[config.mk]
export PLATFORM = sky130hd
export DESIGN_NAME = mem_dump_ctrl
export DESIGN_NICKNAME = d
export VERILOG_FILES = /design/src/rtl/mem_dump_ctrl_pkg.sv /design/src/rtl/mem_dump_ctrl.sv
export SDC_FILE = /design/constraint.sdc
export NUM_CORES = 1
export LEC_CHECK = 0
export BUFFER_PORTS_ARGS = -buffer_cell sky130_fd_sc_hd__buf_2
export CELL_PAD_IN_SITES_DETAIL_PLACEMENT = 1
export CELL_PAD_IN_SITES_GLOBAL_PLACEMENT = 1
export CORE_UTILIZATION = 27
export CTS_BUF_LIST = sky130_fd_sc_hd__clkbuf_4 sky130_fd_sc_hd__clkbuf_8
export DETAILED_ROUTE_END_ITERATION = 16
export GPL_TIMING_DRIVEN = 0
export PLACE_DENSITY_LB_ADDON = 0.1
export RECOVER_POWER = 100
export SLEW_MARGIN = 20
export SYNTH_ARGS = -nofsm -noshare
export SYNTH_HDL_FRONTEND = slang
export SYNTH_SLANG_ARGS = --single-unit
[constraint.sdc]
create_clock -name i_clk -period 3.2 [get_ports i_clk]
set_input_delay 0.64 -clock i_clk [delete_from_list [all_inputs] [get_ports i_clk]]
set_output_delay 0.64 -clock i_clk [all_outputs]
set_load 0.05 [all_outputs]
[src/rtl/mem_dump_ctrl_pkg.sv]
// Shared encodings for the data-memory port and the memory-dump controller FSM.
package mem_dump_ctrl_pkg;

  typedef enum logic [1:0] {
    MEM_WR_BYTE = 2'b00,
    MEM_WR_HALF = 2'b01,
    MEM_WR_WORD = 2'b10
  } mem_wr_src_e;

  typedef enum logic [2:0] {
    MEM_RD_BYTE  = 3'b000,
    MEM_RD_HALF  = 3'b001,
    MEM_RD_WORD  = 3'b010,
    MEM_RD_UBYTE = 3'b011,
    MEM_RD_UHALF = 3'b100
  } mem_rd_src_e;

  typedef enum logic [1:0] {
    IDLE = 2'b00,
    READ = 2'b01,
    WAIT = 2'b10,
    DONE = 2'b11
  } dump_state_e;

endpackage

[src/rtl/mem_dump_ctrl.sv]
// Arbitrates the data memory between the MEM stage and a debug dump that streams
// every word out over a valid/ready handshake while the pipeline is stalled.
module mem_dump_ctrl
  import mem_dump_ctrl_pkg::*;
#(
  parameter int IO_BUS_SIZE   = 32,
  parameter int MEM_ADDR_SIZE = 5
) (
  input  logic                     i_clk,
  input  logic                     i_reset,
  input  logic                     i_pipe_wr_rd,
  input  logic [1:0]               i_pipe_wr_src,
  input  logic [2:0]               i_pipe_rd_src,
  input  logic [MEM_ADDR_SIZE-1:0] i_pipe_addr,
  input  logic [IO_BUS_SIZE-1:0]   i_pipe_data,
  input  logic                     i_dump_start,
  input  logic                     i_dump_ready,
  input  logic [IO_BUS_SIZE-1:0]   i_mem_rd,
  output logic                     o_mem_wr_rd,
  output logic [1:0]               o_mem_wr_src,
  output logic [2:0]               o_mem_rd_src,
  output logic [MEM_ADDR_SIZE-1:0] o_mem_addr,
  output logic [IO_BUS_SIZE-1:0]   o_mem_wr_data,
  output logic [IO_BUS_SIZE-1:0]   o_pipe_rd_data,
  output logic [IO_BUS_SIZE-1:0]   o_dump_data,
  output logic [MEM_ADDR_SIZE-1:0] o_dump_addr,
  output logic                     o_dump_valid,
  output logic                     o_dump_done,
  output logic                     o_pipe_stall
);

  localparam logic [MEM_ADDR_SIZE-1:0] LAST_ADDR = '1;

  dump_state_e              state_q, state_d;
  logic [MEM_ADDR_SIZE-1:0] ptr_q, ptr_d;
  logic [IO_BUS_SIZE-1:0]   data_q, data_d;
  logic [MEM_ADDR_SIZE-1:0] addr_q, addr_d;
  logic                     valid_q, valid_d;

  always_ff @(posedge i_clk) begin
    if (i_reset) begin
      state_q <= IDLE;
      ptr_q   <= '0;
      data_q  <= '0;
      addr_q  <= '0;
      valid_q <= 1'b0;
    end else begin
      state_q <= state_d;
      ptr_q   <= ptr_d;
      data_q  <= data_d;
      addr_q  <= addr_d;
      valid_q <= valid_d;
    end
  end

  always_comb begin
    state_d       = state_q;
    ptr_d         = ptr_q;
    data_d        = data_q;
    addr_d        = addr_q;
    valid_d       = valid_q;
    // Outside IDLE the dump owns the memory port as a read-only word reader.
    o_mem_wr_rd   = 1'b0;
    o_mem_wr_src  = MEM_WR_WORD;
    o_mem_rd_src  = MEM_RD_WORD;
    o_mem_addr    = ptr_q;
    o_mem_wr_data = '0;
    unique case (state_q)
      IDLE: begin
        o_mem_wr_rd   = i_pipe_wr_rd;
        o_mem_wr_src  = i_pipe_wr_src;
        o_mem_rd_src  = i_pipe_rd_src;
        o_mem_addr    = i_pipe_addr;
        o_mem_wr_data = i_pipe_data;
        if (i_dump_start) begin
          state_d = READ;
          ptr_d   = '0;
        end
      end
      READ: begin
        data_d  = i_mem_rd;
        addr_d  = ptr_q;
        valid_d = 1'b1;
        state_d = WAIT;
      end
      WAIT: begin
        if (i_dump_ready) begin
          valid_d = 1'b0;
          if (ptr_q == LAST_ADDR) begin
            state_d = DONE;
          end else begin
            ptr_d   = ptr_q + 1'b1;
            state_d = READ;
          end
        end
      end
      DONE: state_d = IDLE;
      default: state_d = IDLE;
    endcase
  end

  assign o_pipe_rd_data = i_mem_rd;
  assign o_dump_data    = data_q;
  assign o_dump_addr    = addr_q;
  assign o_dump_valid   = valid_q;
  assign o_dump_done    = (state_q == DONE);
  assign o_pipe_stall   = (state_q != IDLE);

endmodule

## After elaboration in Yosys (flattened, before gate mapping)

Index checks and enable logic that the tools add are counted.

- Output and inout port bits: 115
- Bits of input ports: 79
- Bits in registers: 45
- Word-level logic and storage cells: 35

- Muxes and demuxes: 15
- Reduce and logical (&&, ||, !) cells: 7
- Equality and inequality tests: 7
- Add/sub/neg operators: 1

Operators by type and width:

| kind | count |
|---|---|
| two-way mux 32 bit | 1 |
| two-way mux 5 bit | 4 |
| one-hot mux 5 bit (2 select lines) | 1 |
| two-way mux 2 bit | 4 |
| one-hot mux 2 bit (4 select lines) | 1 |
| inequality test 2 bit, second input constant | 3 |
| nonzero test 2 bit | 3 |
| adder 5 x 1 -> 5 bit, second input constant | 1 |
| equality test 5 bit, second input constant | 1 |
| equality test 2 bit, second input constant | 2 |
| AND reduction 2 bit | 2 |
| AND reduction 4 bit | 1 |
| two-way mux 3 bit | 1 |
| equality test 2 x 1 -> 1 bit, second input constant | 1 |
| logical NOT 2 bit | 1 |
| two-way mux 1 bit | 2 |
| one-hot mux 1 bit (2 select lines) | 1 |

## Depth between registers and ports, before layout

Gate-level depths: netlist of the first run.

- Depth after elaboration: 4
- Depth in mapped cells: 6
- Mapped depth without buffers: 6

## Worst setup path after synthesis of the first run

OpenSTA, ideal clock, no wires.

- Path kind: flip-flop to output port
- From: register state_q[0]
- To: output o_mem_wr_data[16]
- Data arrival time: 1.409 ns
- Data required time: 2.560 ns
- Buffers on the path: 2
- Cell stages (with the launch flop): 5
- Setup slack: 1.151 ns
- Cell sequence: dfxtp_1 -> clkbuf_2 -> nor2_1 -> clkbuf_1 -> and2_1

- Longest elaborated chain between the ends: 2

RTL lines:

| element | line | text |
|---|---|---|
| start, declared | mem_dump_ctrl.sv:34 | `dump_state_e state_q, state_d;` |
| start signal, assigned | mem_dump_ctrl.sv:48 | `state_q <= state_d;` |
| logical NOT 2 bit | mem_dump_ctrl.sv:68 | `unique case (state_q)` |
| two-way mux 32 bit | mem_dump_ctrl.sv:68 |  |
| end, declared | mem_dump_ctrl.sv:23 | `output logic [IO_BUS_SIZE-1:0] o_mem_wr_data,` |

No other way between the ends.

## Worst setup path in the final report of the first run

- From: register state_q[0]
- To: output o_mem_wr_data[28]

The elaborated chain is that of the path after synthesis.

==> results of run 1 <==
path summary, 6_finish.rpt:
kind                           startpoint                      endpoint  slack [ns]
min          o_dump_data[24]$_SDFFE_PP0P_  o_dump_data[24]$_SDFFE_PP0P_        0.46
max reg2reg         ptr_q[0]$_SDFFE_PP0P_         ptr_q[2]$_SDFFE_PP0P_        1.25
min reg2reg  o_dump_data[24]$_SDFFE_PP0P_  o_dump_data[24]$_SDFFE_PP0P_        0.46
max               state_q[0]$_SDFFE_PP0P_             o_mem_wr_data[28]        0.42
where the power goes:
group / switching [W] / internal (W)
registers: 0.0000135 / 0.000584
clock network: 0.000190 / 0.000227
logic: 0.000481 / 0.000158
total: 0.000684 / 0.000969
cell type report:
class                   instances  share of cell area
multi-input cells             189               0.302
flip-flops and latches         45               0.273
repair buffers                192               0.257
plain buffers                  51              0.0966
well taps                     102              0.0386
clock buffers                   5              0.0208
clock inverters                 2              0.0106
inverters                       2             0.00227
cells in the mapped netlist:
cell type  number
a41oi_1         1
nor2b_1         1
or3_1           2
or4bb_1         1
and2b_1         1
dfxtp_1        45
clkbuf_1        9
nand3_1         4
nand2_1        76
nand2b_1        3
nor2_1          2
nor3_1          1
inv_1           2
and4bb_2        1
a311oi_1        2
buf_2           7
buf_4          33
a211oi_1        1
a21oi_1        42
and3_1          1
mux2i_1         1
clkbuf_2        1
and2_1         37
buf_6           1
mux2_2          5
o21ai_0         2
nand4b_1        2
or3b_2          1
ha_1            2
layer usage:
metal | vias to the layer above | routed length, µm | GRT usage
met3 | 7 | 559 | 0.0455
met5 | - | 0 | 0
met1 | 1175 | 2880 | 0.179
met2 | 117 | 3820 | 0.321
li1 | 1289 | - | -
met4 | 0 | 81 | 0.0462
kinds of logic (layout without fill, tap and decap cells):
family | Yosys count | after routing | synth area share
AO/OA/AOI/OAI | 48 | 48 | 0.114
adder cells (fa/ha/maj) | 2 | 2 | 0.0112
buffers and inverters | 53 | 252 | 0.152
flip-flops | 45 | 45 | 0.403
multiplexers | 6 | 6 | 0.0296
AND/OR/NAND/NOR | 133 | 133 | 0.291
registers in the layout, indices dropped and copies added (netlist names):
register,count
o_dump_addr,5
o_dump_data,32
o_dump_valid,1
ptr_q,5
state_q,2
worst max-delay path, cell delays in order (launching register included):
cell      delay, ns
dfxtp_1        0.35
clkbuf_1       0.21
nor2_1         0.36
clkbuf_1       0.29
and2_1         0.17
clkbuf_1       0.47
metrics by stage:
step	instance area (µm²)	setup WS (ns)	hold slack (ns)
finish	3300	0.420	0.457
global route	3300	0.182	0.476
CTS	3430	0.540	0.457
detailed placement	3330	0.874	0.445
global placement	3330	0.884	0.439
floorplan	2240	1.15	0.460
==> impl_metrics.py, run 1 <==
metrics = {
    "global_route": {
        "globalRouteOverflowTotal": 0,
        "largest_net_degree_at_the_start_of_global_routing": 14,
        "number_of_global_route_vias_before_repair": 2476,
        "grt_total_usage": 0.168,
        "antenna_found_initial": 0,
        "grt_pass1_wl_mm": 11.3,
    },
    "detailed_routing": {
        "wirelength_mm": 7.34,
        "detail_route.first_pass.iterations": 4,
        "post_drt_wl_per_cell_um": 12.5,
        "dr_total_vias": 2588,
        "detail_route.drc_violations": 0,
        "final_antenna_net_count": 0,
        "vias_per_cell": 4.40,
        "drt_iter0_markers": 60,
    },
    "yosys": {
        "cell_area_after_synthesis_um2": 2240,
        "ys_top_cells_by_area": "dfxtp_1 40%, nand2_1 13%, buf_4 11%",
        "most_area_hungry_cell_type_in_the_yosys_netlist": "dfxtp_1",
        "synth-seq-cells": 45,
        "postSynthAreaPerCell_um2": 7.79,
        "count_of_unique_library_cells_instantiated_by_yosys": 29,
        "yosys_warnings": 0,
        "seq_area_frac_synth": 0.403,
        "mappedNetlistNets": 368,
        "post_synth_inst_count": 287,
        "synth_top_area_frac": 0.403,
    },
    "clocking": {
        "cts-root-to-sink-buffers": 2,
        "clkSinkCount": 45,
        "ctsRootBufferMaster": "clkbuf_8",
        "hold_buffers": 0,
        "cts-htree-levels": 2,
        "clk_pin_slew_ns": 0.08,
        "num_cts_buffers": 5,
        "postcts_resize_cnt": 0,
        "clock_latency_late_sink_ns": 0.30,
        "cts_tree": "built",
        "cts.repair_timing.setup_buffer_count": 0,
    },
    "sta": {
        "finalHoldViolCount": 0,
        "fmax_mhz": 360,
        "final_period_minus_worst_setup_slack_ns": 2.78,
        "setup_viol": 0,
        "setup_repair_after_global_routing_missed_its_margin": "no",
        "final_max_slew_viol_count": 0,
        "final_min_period_over_clock_period": 0.869,
        "worst_pin_slew_ns": 0.678,
        "clock-skew-final_ns": 0.0125,
        "max-slew-margin-rel": 0.550,
        "setup_tns_ns": 0,
    },
    "job": {
        "max_cap_viol_count": 0,
    },
    "place": {
        "io_buffers": 192,
        "post_detail_place_hpwl_mm": 6.10,
        "globalplace.congestion": 0.780,
        "placedCellCount": 581,
    },
    "finish": {
        "layout_common_cells": "105 x clkbuf_1, 102 x buf_2, 76 x nand2_1, 45 x dfxtp_1, 42 x a21oi_1",
        "final_core_utilization": 0.419,
        "layout.area.seq_um2": 901,
        "layout.cells.non_filler": 588,
        "mostFrequentLayoutCell": "clkbuf_1",
        "multi_input_area_um2": 996,
        "layout-drive-gt1-share": 0.313,
        "final.fill_count": 1071,
        "finalNetCount": 567,
        "flow.area_growth_from_synthesis_pct": 47.7,
        "antenna_cells_inserted": 0,
    },
    "pwr": {
        "power_density_nw_per_um2": 501,
        "total_leakage_power_nw": 1.44,
        "ir_drop_uv": 174,
        "report.power.total_w": 0.00165,
    },
    "worst_hold_path": {
        "min_delay_path_depth": 2,
        "min-delay-path-class": "flop to flop",
    },
    "setup_path": {
        "timing.reg2reg.worst_path_depth": 6,
        "worst-path-max-fanout": 10,
        "start_kind": "flop",
        "crit_path_end_kind": "output pin",
        "crit_required_ns": 2.56,
        "timing.critical_path.arrival_ns": 2.14,
        "worst-setup-path-type": "flop to output pin",
    },
    "floorplan": {
        "total_die_area_um2": 8650,
        "die_height_um": 93.0,
        "placementRows": 32,
        "coreArea_um2": 7890,
        "floorplan.io_pins": 194,
        "die_wd_um": 93.0,
        "initial_core_util": 0.284,
    },
    "run_status": {
        "run_status": "finished clean",
    },
}
(Power assumes the default switching activity.)
==> run 2: changes to the inputs <==
--- a/config.mk
+++ b/config.mk
@@ -5,6 +5,7 @@
 export SDC_FILE = /design/constraint.sdc
 export NUM_CORES = 1
 export LEC_CHECK = 0
+export ABC_AREA = 1
 export BUFFER_PORTS_ARGS = -buffer_cell sky130_fd_sc_hd__buf_2
 export CELL_PAD_IN_SITES_DETAIL_PLACEMENT = 1
 export CELL_PAD_IN_SITES_GLOBAL_PLACEMENT = 1
==> impl_metrics.py, run 2 <==
metrics = {
    "yosys": {
        "yosys-top-cells-count": "113 x nor2_1, 45 x dfxtp_1, 45 x inv_1",
        "post_synth_inst_count": 345,
        "yosys_warnings": 0,
        "postSynthAreaPerCell_um2": 6.82,
        "ys_top_cells_by_area": "dfxtp_1 38%, nor2_1 18%, buf_4 10%",
        "synth_edf_count": 0,
        "count_of_unique_library_cells_instantiated_by_yosys": 23,
        "synth-seq-cells": 45,
        "synth-main-ff-cell": "dfxtp_1",
        "cell_area_after_synthesis_um2": 2350,
        "most_area_hungry_cell_type_in_the_yosys_netlist": "dfxtp_1",
        "synth_top_area_frac": 0.383,
        "postSynth.asyncResetShare": 0,
        "seq_area_frac_synth": 0.383,
        "yosys.cell_count.top_type": "nor2_1",
        "mappedNetlistNets": 426,
    },
    "finish": {
        "design_area_um2": 3370,
        "final.fill_count": 1182,
        "layout.area.seq_um2": 901,
        "layout_common_cells": "122 x clkbuf_1, 113 x nor2_1, 82 x buf_2, 46 x inv_1, 45 x dfxtp_1",
        "layout-drive-gt1-share": 0.249,
        "layout.cells.non_filler": 651,
        "multi_input_area_um2": 907,
        "mostFrequentLayoutCell": "clkbuf_1",
        "finalNetCount": 626,
        "flow.area_growth_from_synthesis_pct": 43.3,
        "antenna_cells_inserted": 0,
        "largest_reg_flops": 32,
    },
    "clocking": {
        "num_cts_buffers": 5,
        "hold_buffers": 0,
        "cts-htree-levels": 2,
        "clkSinkCount": 45,
        "ctsRootBufferMaster": "clkbuf_8",
        "cts.repair_timing.setup_buffer_count": 0,
        "clock_latency_late_sink_ns": 0.30,
        "cts-root-to-sink-buffers": 2,
        "clk_pin_slew_ns": 0.09,
        "cts_tree": "built",
        "postcts_resize_cnt": 0,
    },
    "sta": {
        "clock-skew-final_ns": 0.00623,
        "max-slew-margin-rel": 0.564,
        "setup_viol": 0,
        "final_min_period_over_clock_period": 0.785,
        "setup_tns_ns": 0,
        "final_max_slew_viol_count": 0,
        "final_period_minus_worst_setup_slack_ns": 2.51,
        "worst_pin_slew_ns": 0.657,
        "final.hold.worst_slack_ns": 0.490,
        "finalHoldViolCount": 0,
        "setup_repair_after_global_routing_missed_its_margin": "no",
        "fmax_mhz": 398,
    },
    "place": {
        "globalplace.congestion": 0.703,
        "post_detail_place_hpwl_mm": 6.37,
        "post_place_cell_area_um2": 3450,
        "placedCellCount": 643,
        "io_buffers": 193,
    },
    "pwr": {
        "total_switching_power_w": 0.000857,
        "power.share.combinational": 0.420,
        "ir_drop_uv": 167,
        "power_density_nw_per_um2": 557,
        "report.power.total_w": 0.00188,
        "pwr-share-clk": 0.242,
        "fraction_of_power_consumed_by_sequential_logic": 0.339,
        "switching_share": 0.456,
        "internal_power_w": 0.00102,
        "total_leakage_power_nw": 1.67,
    },
    "floorplan": {
        "die_wd_um": 95.3,
        "floorplan.io_pins": 194,
        "coreArea_um2": 8340,
        "initial_core_util": 0.282,
        "total_die_area_um2": 9090,
        "die_height_um": 95.3,
        "placementRows": 33,
    },
    "job": {
        "max_cap_viol_count": 0,
    },
    "global_route": {
        "number_of_global_route_vias_before_repair": 2460,
        "grt_total_usage": 0.168,
        "globalRouteOverflowTotal": 0,
        "grt_pass1_wl_mm": 11.6,
        "largest_net_degree_at_the_start_of_global_routing": 15,
        "antenna_found_initial": 0,
    },
    "setup_path": {
        "start_kind": "flop",
        "worst-path-max-fanout": 10,
        "cp_top_family": "buffers and inverters",
        "crit_required_ns": 2.56,
        "crit_path_end_kind": "output pin",
        "timing.critical_path.arrival_ns": 1.87,
        "worst-setup-path-type": "flop to output pin",
        "cpMaxStageDelayCell": "clkbuf_1",
        "cp_cell_sequence": "nor2_4 -> inv_2 -> buf_2 -> nor2_1 -> clkbuf_1",
        "timing.critical_path.buf_inv": 3,
        "worst_path_largest_cell_delay_ns": 0.51,
    },
    "detailed_routing": {
        "drt_iter0_markers": 37,
        "final_antenna_net_count": 0,
        "dr_total_vias": 2731,
        "post_drt_wl_per_cell_um": 12.2,
        "detail_route.drc_violations": 0,
        "detail_route.first_pass.iterations": 3,
        "wirelength_mm": 7.91,
        "vias_per_cell": 4.20,
    },
    "run_status": {
        "run_status": "finished clean",
    },
    "worst_hold_path": {
        "min-delay-path-class": "flop to flop",
    },
}
[run 2: metrics by stage]
stage / utilization / setup slack, ns
after floorplan: - / 0.857
after global placement: 0.414 / 1.21
after detailed placement: 0.414 / 1.20
after CTS: 0.427 / 0.853
after global routing: 0.404 / 0.528
final: 0.404 / 0.687
[run 2: layout make-up]
type	count	share of cell area
plain buffers	47	0.0928
clock buffers	6	0.0226
clock inverters	2	0.0115
inverters	48	0.0538
multi-input cells	205	0.269
flip-flops and latches	45	0.267
well taps	105	0.0390
repair buffers	193	0.244
[run 2: worst reg2reg max path: cells and delay by family, from the launching register on]
family / cells / cell delay [ns]
AOI/OAI and AO/OA: 2 / 0.27
buffers and inverters: 3 / 0.68
DFF: 1 / 0.44
and+or+nand+nor: 1 / 0.26
[run 2: routing by layer]
layer	GRT usage	vias up	wire length [µm]
met5	0	-	0
met3	0.0455	8	677
li1	-	1406	-
met1	0.180	1201	3160
met4	0.0543	0	115
met2	0.317	116	3960
[run 2: cell families (layout without fill, tap and decap cells)]
family,count (synthesis),count (layout),share of synthesized area
flip-flops,45,45,0.383
buffers and inverters,95,296,0.223
AND/OR/NAND/NOR,152,152,0.271
adder cells (fa/ha/maj),2,2,0.0106
AO/OA/AOI/OAI,51,51,0.112
[run 2: power by group through the flow]
stage	registers [W]	logic, W	clock network, W
floorplan	0.000789	0.000483	0
global placement	0.000647	0.000828	0
detailed placement	0.000650	0.000839	0
CTS	0.000637	0.000840	0.000469
global route	0.000644	0.000847	0.000489
finish	0.000636	0.000788	0.000454
[run 2: path summary, 6_finish.rpt]
kind                                      from                            to  slack, ns  cells after the start
hold / removal    o_dump_data[27]$_SDFFE_PP0P_  o_dump_data[27]$_SDFFE_PP0P_       0.49                      2
hold reg to reg   o_dump_data[27]$_SDFFE_PP0P_  o_dump_data[27]$_SDFFE_PP0P_       0.49                      2
setup reg to reg       state_q[1]$_SDFFE_PP0P_   o_dump_addr[3]$_SDFFE_PP0P_       1.43                      6
setup / recovery       state_q[0]$_SDFFE_PP0P_              o_mem_wr_data[8]       0.69                      5
